## src/rtl/ccw_input.sv

```systemverilog
// ---------------------------------------------------------------------------
// ccw_input
//   Counter-clockwise ring input buffer for one router node. It holds one
//   1-flit buffer per virtual channel (even = vc bit 0, odd = vc bit 1).
//   Flits arrive from the upstream CCW link. Each buffered flit raises a
//   request toward either the ccw output stage (the flit continues around the
//   ring) or the PE output stage (the flit has arrived). The request is held
//   until the matching grant is seen.
//
//   Flit layout: [63] vc, [55:48] one-hot hop field (8'h00 = arrived),
//   all other bits are payload. No hop arithmetic is done in this block.
//
// Ports
//   clk, rst                 clock, synchronous active-high reset
//   polarity                 global phase: 0 = even VC external and odd VC
//                            internal, 1 = the reverse
//   ccwsi / ccwri / ccwdi    upstream strobe, ready and flit
//   data_out_even/odd        buffered flit per VC
//   request_{ccw,pe}_{even,odd}  per-VC requests (asserted only in REQ)
//   grant_{ccw,pe}_{even,odd}    per-VC grants from the output arbiters
//   err_overrun              sticky protocol-error flag; the port exists only
//                            when CCW_INPUT_ERRCHK_EN is defined
//
// Optional feature macro: CCW_INPUT_ERRCHK_EN
// ---------------------------------------------------------------------------
module ccw_input #(
  parameter int DATA_WIDTH = 64
) (
  input  logic                  clk,
  input  logic                  rst,
  input  logic                  polarity,
  input  logic                  ccwsi,
  output logic                  ccwri,
  input  logic [DATA_WIDTH-1:0] ccwdi,
  output logic [DATA_WIDTH-1:0] data_out_even,
  output logic [DATA_WIDTH-1:0] data_out_odd,
  output logic                  request_ccw_even,
  output logic                  request_ccw_odd,
  output logic                  request_pe_even,
  output logic                  request_pe_odd,
  input  logic                  grant_ccw_even,
  input  logic                  grant_ccw_odd,
  input  logic                  grant_pe_even,
  input  logic                  grant_pe_odd
`ifdef CCW_INPUT_ERRCHK_EN
  ,
  output logic                  err_overrun
`endif
);

  typedef enum logic [1:0] {
    ST_EMPTY = 2'd0,
    ST_FULL  = 2'd1,
    ST_REQ   = 2'd2
  } state_t;

  state_t r_state_even;
  state_t r_state_odd;
  state_t w_next_even;
  state_t w_next_odd;

  logic [DATA_WIDTH-1:0] r_data_even;
  logic [DATA_WIDTH-1:0] r_data_odd;

  logic w_wr_even;
  logic w_wr_odd;
  logic w_tgt_pe_even;
  logic w_tgt_pe_odd;
  logic w_gnt_even;
  logic w_gnt_odd;

  // Per-VC state transition. int_phase is the phase in which this VC is on
  // the router-internal side, which is when a buffered flit may start
  // requesting. Once in REQ the request is held regardless of phase.
  function automatic state_t f_next_state(input state_t cur,
                                          input logic   wr,
                                          input logic   int_phase,
                                          input logic   gnt);
    state_t nxt;
    nxt = cur;
    case (cur)
      ST_EMPTY: begin
        if (wr) nxt = ST_FULL;
        else    nxt = ST_EMPTY;
      end
      ST_FULL: begin
        if (int_phase) nxt = ST_REQ;
        else           nxt = ST_FULL;
      end
      ST_REQ: begin
        if (gnt) nxt = ST_EMPTY;
        else     nxt = ST_REQ;
      end
      default: nxt = ST_EMPTY;
    endcase
    return nxt;
  endfunction

  // The ready signal covers only the VC currently on the external link.
  assign ccwri = polarity ? (r_state_odd == ST_EMPTY) : (r_state_even == ST_EMPTY);

  // A write needs the flit's vc bit to match the external VC; others are dropped.
  assign w_wr_even = ccwsi & ~polarity & ~ccwdi[63] & (r_state_even == ST_EMPTY);
  assign w_wr_odd  = ccwsi &  polarity &  ccwdi[63] & (r_state_odd  == ST_EMPTY);

  // A zero hop field means the flit has reached this node.
  assign w_tgt_pe_even = (r_data_even[55:48] == 8'h00);
  assign w_tgt_pe_odd  = (r_data_odd[55:48]  == 8'h00);

  // Only the grant for the requested target counts.
  assign w_gnt_even = w_tgt_pe_even ? grant_pe_even : grant_ccw_even;
  assign w_gnt_odd  = w_tgt_pe_odd  ? grant_pe_odd  : grant_ccw_odd;

  // Next-state logic for both VC buffers.
  always_comb begin
    w_next_even = f_next_state(r_state_even, w_wr_even, polarity,  w_gnt_even);
    w_next_odd  = f_next_state(r_state_odd,  w_wr_odd,  ~polarity, w_gnt_odd);
  end

  // State registers for both VC buffers.
  always_ff @(posedge clk) begin
    if (rst) begin
      r_state_even <= ST_EMPTY;
      r_state_odd  <= ST_EMPTY;
    end else begin
      r_state_even <= w_next_even;
      r_state_odd  <= w_next_odd;
    end
  end

  // Flit storage. A buffer changes only on a write, so it stays stable after a grant.
  always_ff @(posedge clk) begin
    if (rst) begin
      r_data_even <= {DATA_WIDTH{1'b0}};
      r_data_odd  <= {DATA_WIDTH{1'b0}};
    end else begin
      if (w_wr_even) r_data_even <= ccwdi;
      if (w_wr_odd)  r_data_odd  <= ccwdi;
    end
  end

  assign data_out_even = r_data_even;
  assign data_out_odd  = r_data_odd;

  // Requests are asserted only in REQ, and only one target is requested per VC.
  assign request_ccw_even = (r_state_even == ST_REQ) & ~w_tgt_pe_even;
  assign request_pe_even  = (r_state_even == ST_REQ) &  w_tgt_pe_even;
  assign request_ccw_odd  = (r_state_odd  == ST_REQ) & ~w_tgt_pe_odd;
  assign request_pe_odd   = (r_state_odd  == ST_REQ) &  w_tgt_pe_odd;

`ifdef CCW_INPUT_ERRCHK_EN
  logic r_err_overrun;
  logic w_vc_mismatch;

  // The flit's vc bit disagrees with the VC that is currently external.
  assign w_vc_mismatch = (ccwdi[63] != polarity);

  // Sticky error: a strobe while not ready or on the wrong VC. Only rst clears it.
  always_ff @(posedge clk) begin
    if (rst) begin
      r_err_overrun <= 1'b0;
    end else if (ccwsi & (~ccwri | w_vc_mismatch)) begin
      r_err_overrun <= 1'b1;
    end
  end

  assign err_overrun = r_err_overrun;
`endif

endmodule

```

## config.mk

```make
export PLATFORM = sky130hd
export DESIGN_NAME = ccw_input
export DESIGN_NICKNAME = d
export VERILOG_FILES = /design/src/rtl/ccw_input.sv
export SDC_FILE = /design/constraint.sdc
export NUM_CORES = 1
export LEC_CHECK = 0
export ABC_AREA = 0
export BUFFER_PORTS_ARGS = -buffer_cell sky130_fd_sc_hd__clkbuf_2
export CAP_MARGIN = 25
export CORE_MARGIN = 4
export CORE_UTILIZATION = 48
export CTS_BUF_LIST = sky130_fd_sc_hd__clkbuf_4
export DETAILED_ROUTE_END_ITERATION = 7
export GPL_TIMING_DRIVEN = 0
export PLACE_DENSITY = 0.86
export SLEW_MARGIN = 20
export SYNTH_ARGS = -nofsm -noshare
export SYNTH_HDL_FRONTEND = slang
export SYNTH_SLANG_ARGS = --single-unit
```

## constraint.sdc

```tcl
create_clock -name clk -period 2.3 [get_ports clk]
set_input_delay 0.115 -clock clk [delete_from_list [all_inputs] [get_ports clk]]
set_output_delay 0.115 -clock clk [all_outputs]
set_load 0.05 [all_outputs]
```

# == Yosys cells after proc, flatten, opt, wreduce, memory -nomap -nowiden ==
# Cells that the tools add are included.
# classes
bitwise_logic,14
mux,11
n_reduce_logical,4
n_eq_ne,4
# op_table
cell,n
logical NOT 8 bit,2
case mux 2 bit (3 select lines),2
bitwise AND 1 bit,10
two-way mux 2 bit,4
two-way mux 1 bit,5
equality test 2 x 1 -> 1 bit (second input constant),2
equality test 2 bit (second input constant),2
logical NOT 2 bit,2
NOT 1 bit,4
# totals
wordCells,37
reg_bits,132
output_inout_bits,133
input_bits,72

# == Depth between registers and ports, before layout ==
# Gate-level depths: netlist of run 1.
# depth
word_depth,6
depth_mapped,5
mapped_depth_nobuf,3

# == Least setup slack after synthesis of run 1 ==
# No wires, ideal clock.
# synth_timing
path_type,in2out
from,input port polarity
to,output port ccwri
path_stages,4
path_slack_ps,424
t_arrival_ps,1761
n_path_buf,2
required_time_ps,2185
path_cell_list,inv_2 > clkbuf_1 > clkbuf_1 > o31ai_1
# synth_via
elab_chain_len,1
# synth_lines
item,line,text
start: declaration,31,"input logic polarity,"
two-way mux 1 bit,100,assign ccwri = polarity ? (r_state_odd == ST_EMPTY) : (r_state_even == ST_EMPTY);
end: declaration,33,"output logic ccwri,"
# No other way between the ends.

# == Worst setup path in the final report of run 1 ==
# layout_timing
from,"register r_data_even[52], in the netlist data_out_even[52]"
to,output port request_pe_even
# layout_via
elab_chain_len,2
# layout_lines
item,line,text
start: declaration,62,logic [DATA_WIDTH-1:0] r_data_even;
start signal: assignment,134,r_data_even <= {DATA_WIDTH{1'b0}};
start signal: assignment,137,if (w_wr_even) r_data_even <= ccwdi;
logical NOT 8 bit,107,assign w_tgt_pe_even = (r_data_even[55:48] == 8'h00);
bitwise AND 1 bit,147,assign request_pe_even = (r_state_even == ST_REQ) & w_tgt_pe_even;
end: declaration,39,"output logic request_pe_even,"
# No other way between the ends.

==> run summary, run 1 <==
Status: complete, no violations
Vias: 6029
Data arrival, critical path: 2010 ps
Pre-Repair DR Iteration Count: 5
Slew @ Worst Pin: 680 ps
Routed Antenna Nets: 0
Initial Util: 0.494
Post-synth top area cell: dfxtp_1
Clock transition at path regs: 130 ps
Crit share post-route: 0.922
# diodes: 0
Sw Ratio: 0.308
Die W: 111 microns
Clk_lat worst skew: 500 ps
Commonest non-fill, non-tap cell in the layout: clkbuf_2
Mapped cell area: 0.00513 sq mm
Fin crit period: 2120 ps
Slew Limit Fails: 0
Synth top area cells: dfxtp_1 (52%), a21oi_1 (13%), nand3_1 (12%)
Yosys warns: 0
Syn_area_per_cell: 8.25 sq um
Static leakage: 3.00 nW
Final Util: 0.705
Worst setup EP type: output pin
Yosys reg bits: 132
Reg-to-reg slack, setup: 340 ps
Final worst slack: 179 ps
Crit path to: request_pe_even
RSZ-0062 raised after global routing: false
Port bufs: 203
# H-tree levels: 4
Die area: 0.0124 sq mm
Worst min path class: primary input to flip-flop
Seq/Total Area, Yosys: 0.515
Net count after synthesis: 693
Critical path class: flip-flop to output pin
Post-CTS Setup Inserts: 0
Num rows: 37
Fin. Hold Viols: 0
Synth unique cells: 26
Post-CTS Resized: 0
Gate power share: 0.181
Total congestion overflow: 0
Routed vias/inst: 5.69
Reg2reg start: data_out_odd[52]
CP startpoint: data_out_even[52]
Worst hold slack: 62.3 ps
Initial antenna violation count: 0
CTS root buffer: clkbuf_4
TritonCTS clock tree: yes
Final setup viols: 0
Pwr dens: 693 mW/mm^2
Peak supply drop: 0.000530 V
Max Cap Viol: 0
Clk_skew: 16.8 ps
Most frequent cells in the layout: clkbuf_2 (204), a21oi_1 (132), dfxtp_1 (132), nand3_1 (128), dlygate4sd3_1 (68)
Area share of the largest cell type after synthesis: 0.515
P_sw: 1.56 mW
Layout cell share with drive strength beyond 1: 0.286
Startpoint class of the critical path: flip-flop
All-Layer GR Usage: 0.286
CTS buffer count: 17
Syn Inst Count: 621
Wire per inst: 17.0 microns
Setup WS pre-CTS: 428 ps
WL final: 18000 microns
Crit Path Max Fanout: 4
Post-DP HPWL: 12200 microns
R2r endpoint: r_state_odd[1]
Iteration-0 DRC Markers: 600
Chip height: 111 microns
Slew HR: 0.547
Max Clk Rate: 472 MHz
I/O pins: 205
Vias in the first global route: 5863
Worst reg-to-reg path cell count: 4
Setup_tns: 0 ps
Nets@finish: 983
Clock power share: 0.345
Hold Startpoint: grant_ccw_even
Seq pwr share: 0.474
Pint: 3.51 mW
First-pass GRT wire length: 29400 microns
Pin count of the biggest net entering global routing: 17
Core box area: 0.0104 sq mm
DRC errors left: 0
Crit path required time: 2180 ps
Clock Path Buffers: 2
Clock sink count: 132
Area Growth Syn to Fin: 42.7%
RD Place Congestion: 0.831
==> power groups by stage <==
stage / registers [mW] / clock network (mW) / logic, mW
5_1_grt: 2.42 / 1.87 / 0.978
6_report: 2.41 / 1.75 / 0.916
3_3_place_gp: 2.45 / 0 / 0.806
3_5_place_dp: 2.46 / 0 / 0.811
2_1_floorplan: 2.70 / 0 / 0.297
4_1_cts: 2.40 / 1.77 / 0.902
==> logic make-up (layout without fill, tap and decap cells) <==
family	Yosys count	in the layout	share of synthesized area
compound gates	263	263	0.261
flops	132	132	0.515
buf+inv	73	375	0.0676
simple gates	153	153	0.155
==> metal layers <==
metal  share of wire  global-route usage
met1            0.40               0.354
met5               0                   0
met3           0.096              0.0783
met4           0.028               0.102
met2            0.48               0.480
==> state kept, by name, summed over array words and instances (netlist names) <==
signal         cells
data_out_even     64
data_out_odd      64
r_state_even       2
r_state_odd        2
==> synth_stat cells, drive strengths merged <==
cell type,instances
o31ai,3
nor4b,1
buf,31
o21ai,126
dfxtp,132
nand3,128
clkbuf,40
and3,2
or4b,1
nand2,2
a21boi,2
and4bb,1
nor2,5
nand2b,3
a21oi,132
or2,2
inv,2
or3,1
nor4,6
nand4bb,1
==> through the flow <==
step	cells	area (sq um)	power, mW
6_report	1059	7310	5.07
5_1_grt	1059	7310	5.26
4_1_cts	1059	7310	5.07
3_5_place_dp	960	6310	3.27
3_3_place_gp	960	6310	3.26
2_1_floorplan	621	5130	3.00
==> worst min path at each step <==
| stage | endpoint | slack, ps | depth (start not counted) |
|---|---|---|---|
| floorplan | data_out_even[0] | 260 | 2 |
| global placement | data_out_odd[27] | 370 | 3 |
| detailed placement | data_out_even[39] | 370 | 3 |
| CTS | r_state_even[1] | 10 | 3 |
| global route | r_state_even[1] | 40 | 3 |
| finish | r_state_even[1] | 60 | 3 |
==> layout make-up <==
| class | instances | area [sq um] |
|---|---|---|
| fillers | 855 | 3060 |
| flip-flops and latches | 132 | 2640 |
| clock buffers | 18 | 135 |
| clock inverters | 13 | 185 |
| inverters | 2 | 7.51 |
| well taps | 136 | 170 |
| multi-input cells | 416 | 2140 |
| repair buffers | 271 | 1700 |
| plain buffers | 71 | 339 |
==> worst max-delay path, stage by stage, from the launching register on <==
cell,delay [ps]
dfxtp_1,350
nor4_1,600
nand2_1,100
nor2_1,140
clkbuf_2,300
==> what timing repair did <==
action	CTS	global route
setup endpoints to repair	0	0
endpoints found under the hold margin	130	0
hold buffers	68	0
Note: power is estimated with default switching activity, not from simulation.
==> run 2: changes to the inputs <==
--- a/config.mk
+++ b/config.mk
@@ -9,11 +9,11 @@
 export BUFFER_PORTS_ARGS = -buffer_cell sky130_fd_sc_hd__clkbuf_2
 export CAP_MARGIN = 25
 export CORE_MARGIN = 4
-export CORE_UTILIZATION = 48
+export CORE_UTILIZATION = 54
 export CTS_BUF_LIST = sky130_fd_sc_hd__clkbuf_4
 export DETAILED_ROUTE_END_ITERATION = 7
 export GPL_TIMING_DRIVEN = 0
-export PLACE_DENSITY = 0.86
+export PLACE_DENSITY = 0.95
 export SLEW_MARGIN = 20
 export SYNTH_ARGS = -nofsm -noshare
 export SYNTH_HDL_FRONTEND = slang
==> constraint.sdc (replaced) <==
create_clock -name clk -period 2.5 [get_ports clk]
set_input_delay 0.125 -clock clk [delete_from_list [all_inputs] [get_ports clk]]
set_output_delay 0.125 -clock clk [all_outputs]
set_load 0.05 [all_outputs]
==> run 2 against run 1 <==
Sequential cell count is the same. Clock power is 22% lower. Setup slack got worse by 31 ps. Clock-buffer cell count unchanged. Die area down 10%. Register-to-register slack worse by 50 ps. Sequential share of layout area grew 0.31 points. Routed wire length increased by 4.5%. Sequential power is 8% lower. Non-clock buffer count did not move. First-iteration DRC count shrank 14%. Clock skew increased by 1.6 ps. Critical path type unchanged. Critical endpoint unchanged. Highest routed layer unchanged.
==> run summary, run 2 (synthesis results as in run 1) <==
Layout cell share with drive strength beyond 1: 0.287
Most frequent cells in the layout: clkbuf_2 (204), a21oi_1 (132), dfxtp_1 (132), nand3_1 (128), dlygate4sd3_1 (68)
First-pass GRT wire length: 29600 microns
Pin count of the biggest net entering global routing: 17
Die W: 105 microns
Initial Util: 0.555
Fin. Hold Viols: 0
Die area: 0.0111 sq mm
Peak supply drop: 0.000326 V
Fin crit period: 2350 ps
WL final: 18800 microns
Critical path class: flip-flop to output pin
Post-CTS Resized: 0
DRC errors left: 0
R2r endpoint: r_state_odd[1]
Setup WS pre-CTS: 734 ps
TritonCTS clock tree: yes
Max Clk Rate: 425 MHz
CTS root buffer: clkbuf_4
Slew HR: 0.412
Vias: 6241
Iteration-0 DRC Markers: 515
RSZ-0062 raised after global routing: false
Worst hold slack: 29.1 ps
Pwr dens: 611 mW/mm^2
All-Layer GR Usage: 0.329
# H-tree levels: 4
Clock transition at path regs: 130 ps
Slew Limit Fails: 0
Post-DP HPWL: 12200 microns
Status: complete, no violations
Clk_lat worst skew: 510 ps
Worst Hold Endpoint: r_state_even[1]
Clk_skew: 18.4 ps
Reg2reg start: data_out_odd[53]
Crit share post-route: 0.941
Startpoint class of the critical path: flip-flop
Data arrival, critical path: 2230 ps
Static leakage: 2.97 nW
Max Cap Viol: 0
Final worst slack: 148 ps
I/O pins: 205
Crit path required time: 2380 ps
Clock Path Buffers: 2
CP startpoint: data_out_even[52]
Worst min path class: primary input to flip-flop
Vias in the first global route: 5902
Setup_tns: 0 ps
Hold Startpoint: grant_ccw_even
Worst setup EP type: output pin
# diodes: 0
Total chip power: 4.43 mW
Clock sink count: 132
Port bufs: 203
Initial antenna violation count: 0
Commonest non-fill, non-tap cell in the layout: clkbuf_2
Total congestion overflow: 0
Pre-Repair DR Iteration Count: 6
Routed vias/inst: 5.93
Num rows: 35
Final setup viols: 0
Nets@finish: 983
Slew @ Worst Pin: 874 ps
Wire per inst: 17.9 microns
CTS buffer count: 17
Worst hold stages: 3
Crit Path Max Fanout: 4
Reg-to-reg slack, setup: 290 ps
RD Place Congestion: 0.857
Routed Antenna Nets: 0
Core box area: 0.00924 sq mm
Chip height: 105 microns
# fillers: 644
Worst reg-to-reg path cell count: 4
Area Growth Syn to Fin: 41.4%
-- run 2: cell count changes in the layout (fill, tap and decap cells not counted), sizes merged --
cell | before | now
clkinvlp | 2 | 4
bufinv | 4 | 1
clkinv | 7 | 6
inv | 2 | 5
-- run 2: cell type report --
type                            instances  area, sq um  area share
Multi-Input combinational cell        416         2140       0.295
Inverter                                2         7.51     0.00104
Clock buffer                           18          135      0.0186
Buffer                                 71          339      0.0468
Sequential cell                       132         2640       0.364
Clock inverter                         14          131      0.0181
Timing Repair Buffer                  271         1700       0.234
Tap cell                              129          161      0.0223
-- run 2: how the worst max path moves through the flow --
stage,endpoint,cells past startpoint
after floorplan,ccwri,4
after global placement,ccwri,6
after detailed placement,ccwri,6
after CTS,request_pe_odd,4
after global routing,request_pe_even,4
final,request_pe_even,4
-- run 2: critical path, stage by stage (launching register included) --
cell	delay (ps)
dfxtp_1	370
nor4_1	770
nand2_1	120
nor2_1	160
clkbuf_2	290
-- run 2: layer usage --
| metal | part of all wire | track usage |
|---|---|---|
| met1 | 0.37 | 0.390 |
| met2 | 0.49 | 0.564 |
| met3 | 0.11 | 0.0796 |
| met4 | 0.035 | 0.144 |
| met5 | 0 | 0 |
-- run 2: report_power, final --
part | internal [mW] | switching, mW | total (mW)
Sequential | 2.17 | 0.0435 | 2.22
Combinational | 0.258 | 0.596 | 0.854
Clock | 0.514 | 0.847 | 1.36
-- run 2: timing repair --
action | in CTS | in global routing
setup buffers | 0 | 0
hold endpoints to repair | 130 | 0
hold buffers | 68 | 0
endpoints found under the setup margin | 0 | 0
-- run 2: per-stage QoR --
stage | utilization | instance area, sq um | instances
3_5_place_dp | 0.682 | 6300 | 953
6_report | 0.785 | 7250 | 1053
3_3_place_gp | 0.682 | 6300 | 953
4_1_cts | 0.785 | 7250 | 1053
2_1_floorplan | - | 5130 | 621
5_1_grt | 0.785 | 7250 | 1053
==> run 3: changes to the inputs <==
--- a/config.mk
+++ b/config.mk
@@ -8,6 +8,7 @@
 export ABC_AREA = 0
 export BUFFER_PORTS_ARGS = -buffer_cell sky130_fd_sc_hd__clkbuf_2
 export CAP_MARGIN = 25
+export CORE_ASPECT_RATIO = 0.75
 export CORE_MARGIN = 4
 export CORE_UTILIZATION = 54
 export CTS_BUF_LIST = sky130_fd_sc_hd__clkbuf_4
==> run 3 against run 2 <==
Clock skew up 2.1 ps. Die area up 0.15%. Setup slack better by 78 ps. Clock power up 22%. Worst hold slack better by 15 ps. Critical path depth unchanged. Largest power group unchanged.
==> run summary, run 3 (synthesis results as in run 1) <==
Pin count of the biggest net entering global routing: 17
Core box area: 0.00916 sq mm
TritonCTS clock tree: yes
Status: complete, no violations
All-Layer GR Usage: 0.359
Total congestion overflow: 0
WL final: 20700 microns
Pre-Repair DR Iteration Count: 7
Clock Path Buffers: 2
RSZ-0062 raised after global routing: false
Clock sink count: 132
CTS root buffer: clkbuf_4
Clk_skew: 20.5 ps
Iteration-0 DRC Markers: 1023
Crit Path Max Fanout: 4
I/O pins: 205
Initial Util: 0.560
Vias in the first global route: 6211
Wire per inst: 19.6 microns
Slew Limit Fails: 0
Routed vias/inst: 6.21
Num rows: 30
Worst reg-to-reg path cell count: 4
Critical path class: flip-flop to output pin
Setup WS pre-CTS: 644 ps
Final worst slack: 226 ps
Worst min path class: primary input to flip-flop
Area Growth Syn to Fin: 42.6%
Final setup viols: 0
Post-DP HPWL: 12500 microns
Startpoint class of the critical path: flip-flop
Die area: 0.0111 sq mm
Peak supply drop: 0.000481 V
Clock transition at path regs: 120 ps
# fillers: 606
Worst setup EP type: output pin
Data arrival, critical path: 2150 ps
Routed Antenna Nets: 0
Clk_lat worst skew: 540 ps
First-pass GRT wire length: 31900 microns
Pwr dens: 649 mW/mm^2
Crit path required time: 2380 ps
Setup_tns: 0 ps
Crit share post-route: 0.909
Worst hold stages: 3
RD Place Congestion: 0.881
Vias: 6540
Max Clk Rate: 440 MHz
Initial antenna violation count: 1
Commonest non-fill, non-tap cell in the layout: clkbuf_2
Nets@finish: 983
Chip height: 92.4 microns
Slew HR: 0.413
Layout cell share with drive strength beyond 1: 0.287
Die W: 121 microns
Static leakage: 3.00 nW
DRC errors left: 0
Slew @ Worst Pin: 873 ps
Fin crit period: 2270 ps
Most frequent cells in the layout: clkbuf_2 (204), a21oi_1 (132), dfxtp_1 (132), nand3_1 (128), dlygate4sd3_1 (68)
CTS buffer count: 17
Fin. Hold Viols: 0
Post-CTS Setup Inserts: 0
# H-tree levels: 4
Port bufs: 203
Max Cap Viol: 0
-- run 3: changes by cell type in the layout (fill, tap and decap cells not counted), sizes merged --
cell | previous run | this run
diode | 0 | 1
inv | 5 | 3
clkinv | 6 | 4
clkbuf | 261 | 262
bufinv | 1 | 4
-- run 3: metal layers --
layer	wire, microns	GRT usage	vias to the layer above	part of all wire
met4	1160	0.192	0	0.056
met5	0	0	-	0
li1	-	-	2833	-
met3	2280	0.0842	127	0.11
met1	7740	0.459	2989	0.37
met2	9510	0.565	591	0.46
-- run 3: timing repair --
item,in CTS,in global routing
endpoints found under the hold margin,130,0
hold buffers,68,0
gates resized for setup,0,0
-- run 3: worst max-delay path, cell delays in order (launching register included) --
cell	delay, ps
dfxtp_1	340
nor4_1	760
nand2_1	100
nor2_1	130
clkbuf_2	280
-- run 3: worst paths after layout --
path                     startpoint                 to  slack, ps
setup reg to reg   data_out_odd[52]     r_state_odd[1]        520
setup / recovery  data_out_even[52]    request_pe_even        230
hold / removal       grant_ccw_even    r_state_even[1]         40
hold reg to reg   data_out_even[63]  data_out_even[63]        460
-- run 3: stage by stage --
stage	util	total power, mW	hold WS (ps)	instance area [sq um]	instances
3_3_place_gp	0.688	2.99	376	6300	952
3_5_place_dp	0.688	3.01	383	6300	952
5_1_grt	0.798	4.88	33.2	7310	1053
4_1_cts	0.798	4.68	12.1	7310	1052
2_1_floorplan	-	2.76	273	5130	621
6_report	0.798	4.74	44.4	7310	1053
-- run 3: layout make-up --
class                           instances  area, sq um  area share
Sequential cell                       132         2640       0.361
Multi-Input combinational cell        416         2140       0.292
Timing Repair Buffer                  271         1700       0.232
Buffer                                 71          339      0.0464
Clock inverter                         13          183      0.0250
Tap cell                              128          160      0.0219
Clock buffer                           19          143      0.0195
Inverter                                2         7.51     0.00103
Antenna cell                            1         2.50    0.000342
-- run 3: power by group --
part	switching [mW]	internal (mW)	leakage [nW]
Sequential	0.0457	2.17	1.07
Clock	0.842	0.814	0.165
Combinational	0.612	0.258	1.76
Total	1.50	3.24	3.00
